<file path="config.mk">
export PLATFORM = sky130hd
export DESIGN_NAME = shift_reg_pipo
export DESIGN_NICKNAME = d
export VERILOG_FILES = /design/src/rtl/shift_reg_pipo.sv
export SDC_FILE = /design/constraint.sdc
export NUM_CORES = 1
export LEC_CHECK = 0
export BUFFER_PORTS_ARGS = -buffer_cell sky130_fd_sc_hd__buf_2
export CORE_AREA = 2 2 39 41
export CTS_CLUSTER_DIAMETER = 30
export DETAILED_ROUTE_END_ITERATION = 8
export DIE_AREA = 0 0 41 43
export SYNTH_ARGS = -nofsm -noshare
export SYNTH_HDL_FRONTEND = slang
export SYNTH_SLANG_ARGS = --single-unit
</file>
<file path="constraint.sdc">
create_clock -name clk -period 1 [get_ports clk]
set_input_delay 0.1 -clock clk [delete_from_list [all_inputs] [get_ports clk]]
set_output_delay 0.1 -clock clk [all_outputs]
set_load 0.005 [all_outputs]
</file>
<file path="src/rtl/shift_reg_pipo.sv">
// One-cycle parallel-in/parallel-out register stage with capture-valid and word-change flags.
// Optional even-parity output is enabled by defining SHIFT_REG_PIPO_PARITY_EN.
module shift_reg_pipo #(
  parameter int              WIDTH       = 8,
  parameter logic [WIDTH-1:0] RESET_VALUE = '0
) (
  input  logic             clk,
  input  logic             reset_n,
  input  logic [WIDTH-1:0] d,
  output logic [WIDTH-1:0] q,
  output logic             valid,
  output logic             changed
`ifdef SHIFT_REG_PIPO_PARITY_EN
  ,
  output logic             parity
`endif
);

  // Case inequality keeps X/Z on d visible as a change instead of collapsing it.
  always_ff @(posedge clk) begin
    if (!reset_n) begin
      q       <= RESET_VALUE;
      valid   <= 1'b0;
      changed <= 1'b0;
    end else begin
      q       <= d;
      valid   <= 1'b1;
      changed <= (d !== q);
    end
  end

`ifdef SHIFT_REG_PIPO_PARITY_EN
  // Parity is registered alongside q so it always matches ^q, reset included.
  always_ff @(posedge clk) begin
    if (!reset_n) begin
      parity <= ^RESET_VALUE;
    end else begin
      parity <= ^d;
    end
  end
`endif

endmodule

</file>
# --- Word-level counts from Yosys, hierarchy flattened ---
# Index checks and enable logic that the tools add are counted.
totals:
  reg_bits: 10
  input_bits: 10
  out_inout_bits: 10
  wordCells: 5
classes:
  n_eq_ne: 1
  mux: 1
op_table:
  columns: ["operator", "count"]
  rows:
  - ["$nex A8 B8 Y1", 1]
  - ["$mux W1", 1]

# --- Logic depth before layout (Yosys ltp) ---
depth:
  ltp_word: 1
  depth_mapped: 3
  ltp_nobuf: 3

# --- Least setup slack after synthesis ---
# No wires, ideal clock.
synth_path:
  path_kind: "register to register"
  from: "register q[5]"
  to: "register changed"
  arrival_time_ns: 0.792
  slack_ns: 0.081
  stages_incl_launch_ff: 4
  n_path_buf: 0
  period_less_slack_ns: 0.919
  cell_sequence: "dfxtp_1 > xor2_1 > nor4_1 > a21boi_1"
synth_between:
  elab_chain_cells: 1
synth_lines:
  columns: ["item", "line_no", "text"]
  rows:
  - ["start, declared", "10", "output logic [WIDTH-1:0] q,"]
  - ["start signal, assigned", "22", "q <= RESET_VALUE;"]
  - ["start signal, assigned", "26", "q <= d;"]
  - ["$nex A8 B8 Y1", "28", "changed <= (d !== q);"]
  - ["end signal, assigned", "28", null]
  - ["end, declared", "12", "output logic changed"]
# No other way between the ends.
# A chain may end at the register's enable or synchronous reset.

# --- Final worst setup path ---
layout_path:
  from: "register q[0]"
  to: "register changed"
# The elaborated chain is that of the path after synthesis.

==> metrics.md <==
| Metric | Value |
|---|---|
| Number of setup violations in the final report | `0` |
| Leakage | `0.2479 nW` |
| DR WL/cell | `8.761 microns` |
| GRT Residual Overflow | `0` |
| Die area | `0.001763 sq mm` |
| Via density | `3.866` |
| Seq/Total Area, Yosys | `58.61%` |
| Fmax | `1037 MHz` |
| IO Count | `20` |
| Synth area leader | `dfxtp_1` |
| First-pass GRT wire length | `862 microns` |
| Placer congestion estimate | `0.5917` |
| Data required, critical path | `1.13 ns` |
| Clock H-tree levels | `1` |
| Horiz. Die Dim | `41 microns` |
| Mapped cell area | `341.6 sq um` |
| Num CTS Buffers | `3` |
| Finished Cell Area | `488.0 sq um` |
| Cts hold-fix bufs | `0` |
| Initial Utilization | `24.68%` |
| Slew Limit Fails | `0` |
| Clk sinks | `10` |
| Initial antenna violation count | `0` |
| Hold Slack | `0.05662 ns` |
| MaxCap Viol Count | `0` |
| FF+latch count, synth | `10` |
| I/O Buffers | `19` |
| Pwr per Cell Area | `1603 mW/mm^2` |
| Clock Path Buffers | `2` |
| WP data arrival | `1.10 ns` |
| Crit path launch type | `register` |
| Largest cells by area after synthesis | `dfxtp_1 59%, xor2_1 21%, and2_1 13%` |
| Synth Instances | `29` |
| Worst Skew | `0.004170 ns` |
| Die outline height | `43 microns` |
| Clock latency on the worst-skew pair | `0.25 ns` |
| Final Net Count | `63` |
| Placed cell area | `456.7 sq um` |
| Drt initial violations | `4` |
| Crit path time final | `0.9643 ns` |
| Vias in the first global route | `218` |
| Clk root buf | `clkbuf_4` |
| Total GRT Usage | `7.560%` |
| Status | `completed` |
| Share of cells above drive strength 1 | `50.98%` |
| Period utilization | `96.43%` |
| Post-synth top area share | `58.61%` |
| Max rail drop VDD | `0.0006630 V` |
| DRC | `0` |
| Antenna-violating nets left | `0` |
| HP Class | `in -> reg` |
| Slew margin rel. | `83.77%` |
| Clock transition at the registers of the reported paths | `0.06 ns` |
| Rows | `14` |
| Hold Fails Final Rpt | `0` |
| CTS tree | `built` |
| Detailed Route WL | `587 microns` |
| RSZ-0062 raised after global routing | `true` |
| Ant diodes | `0` |
| Number of fill cells in the layout | `149` |
| Total design power | `782.3 uW` |
| Number of buffers added for setup after CTS | `0` |
| TritonRoute pass-1 iters | `2` |
| Core Region | `0.001384 sq mm` |
| Crit path kind | `reg -> reg` |
| Area Growth Syn to Fin | `42.86%` |
| Sum Neg Setup Slack | `0 ns` |
| Slew @ Worst Pin | `0.2412 ns` |
| Warnings from Yosys | `0` |
| Avg Cell Area, Syn | `11.78 sq um` |
| Final core utilization | `35.26%` |
| Syn_nets | `39` |
| Largest net degree at the start of global routing | `11` |
| Worst setup EP type | `register` |
| Via count | `259` |
| Critical-path maximum fanout | `2` |
| Synth unique cells | `6` |
## registers in the layout (all words and copies together) (netlist names)
name and cells:
changed 1, q 8, valid 1
## cells in the mapped netlist
cell type / n
and2_2: 1
a21boi_1: 1
and2_1: 7
nor4_1: 2
xor2_1: 8
dfxtp_1: 10
## final cells by class
type | count | area [sq um] | share of cell area, %
Clock buffer | 3 | 22.52 | 4.615
Multi-Input combinational cell | 19 | 147.6 | 30.26
Sequential cell | 10 | 202.7 | 41.54
Tap cell | 16 | 20.02 | 4.103
Timing Repair Buffer | 19 | 95.09 | 19.49
## critical path, cell delays in order, from the launching register on
cell and delay (ns):
dfxtp_1 0.32, xor2_1 0.15, nor4_1 0.28, a21boi_1 0.09
## per-stage QoR
step / setup slack [ns] / cells
finish: 0.03573 / 67
detailed placement: 0.01666 / 64
floorplan: 0.08112 / 29
global placement: 0.02230 / 64
CTS: 0.01141 / 67
global route: -0.02901 / 67
## logic make-up after synthesis
kind of cell              share of synthesized area, %
AOI/OAI and AO/OA                                2.199
xor gates and xnor gates                         20.51
DFF                                              58.61
and+or+nand+nor                                  18.68
## report_power, final
group          internal [mW]  leakage, nW  switching [mW]
combinational         0.0509        0.150          0.0397
clock                  0.138       0.0138           0.122
sequential             0.421       0.0841          0.0107
total                  0.610        0.248           0.172
## metal layers
layer	track usage [%]	routed length [microns]	up-vias
met4	6.000	0	0
met5	0	0	-
met2	9.688	283	9
li1	-	-	136
met1	9.446	264	114
met3	3.141	40	0
## layout by cell type, fill, tap and decap left out
cell,instances
buf_2,19
xor2_1,8
dfxtp_1,8
and2_1,7
clkbuf_4,3
dfxtp_2,2
and2_2,1
nor4_2,1
nor4_1,1
a21boi_1,1
## repair_timing
item | in CTS | in global routing
setup endpoints to repair | 1 | 1
resized for setup | 0 | 3
pin swaps | 1 | 3
## path summary, 6_finish.rpt
path / start / to / slack, ns / cells after the start
worst max register to register: q[0]$_SDFF_PN0_ / changed$_SDFF_PN0_ / 0.04 / 3
worst min-delay path: reset_n / valid$_DFF_P_ / 0.06 / 1
worst min register to register: q[2]$_SDFF_PN0_ / changed$_SDFF_PN0_ / 0.66 / 3
worst max-delay path: q[0]$_SDFF_PN0_ / changed$_SDFF_PN0_ / 0.04 / 3
No activity file was read; power rests on OpenSTA's default activity.
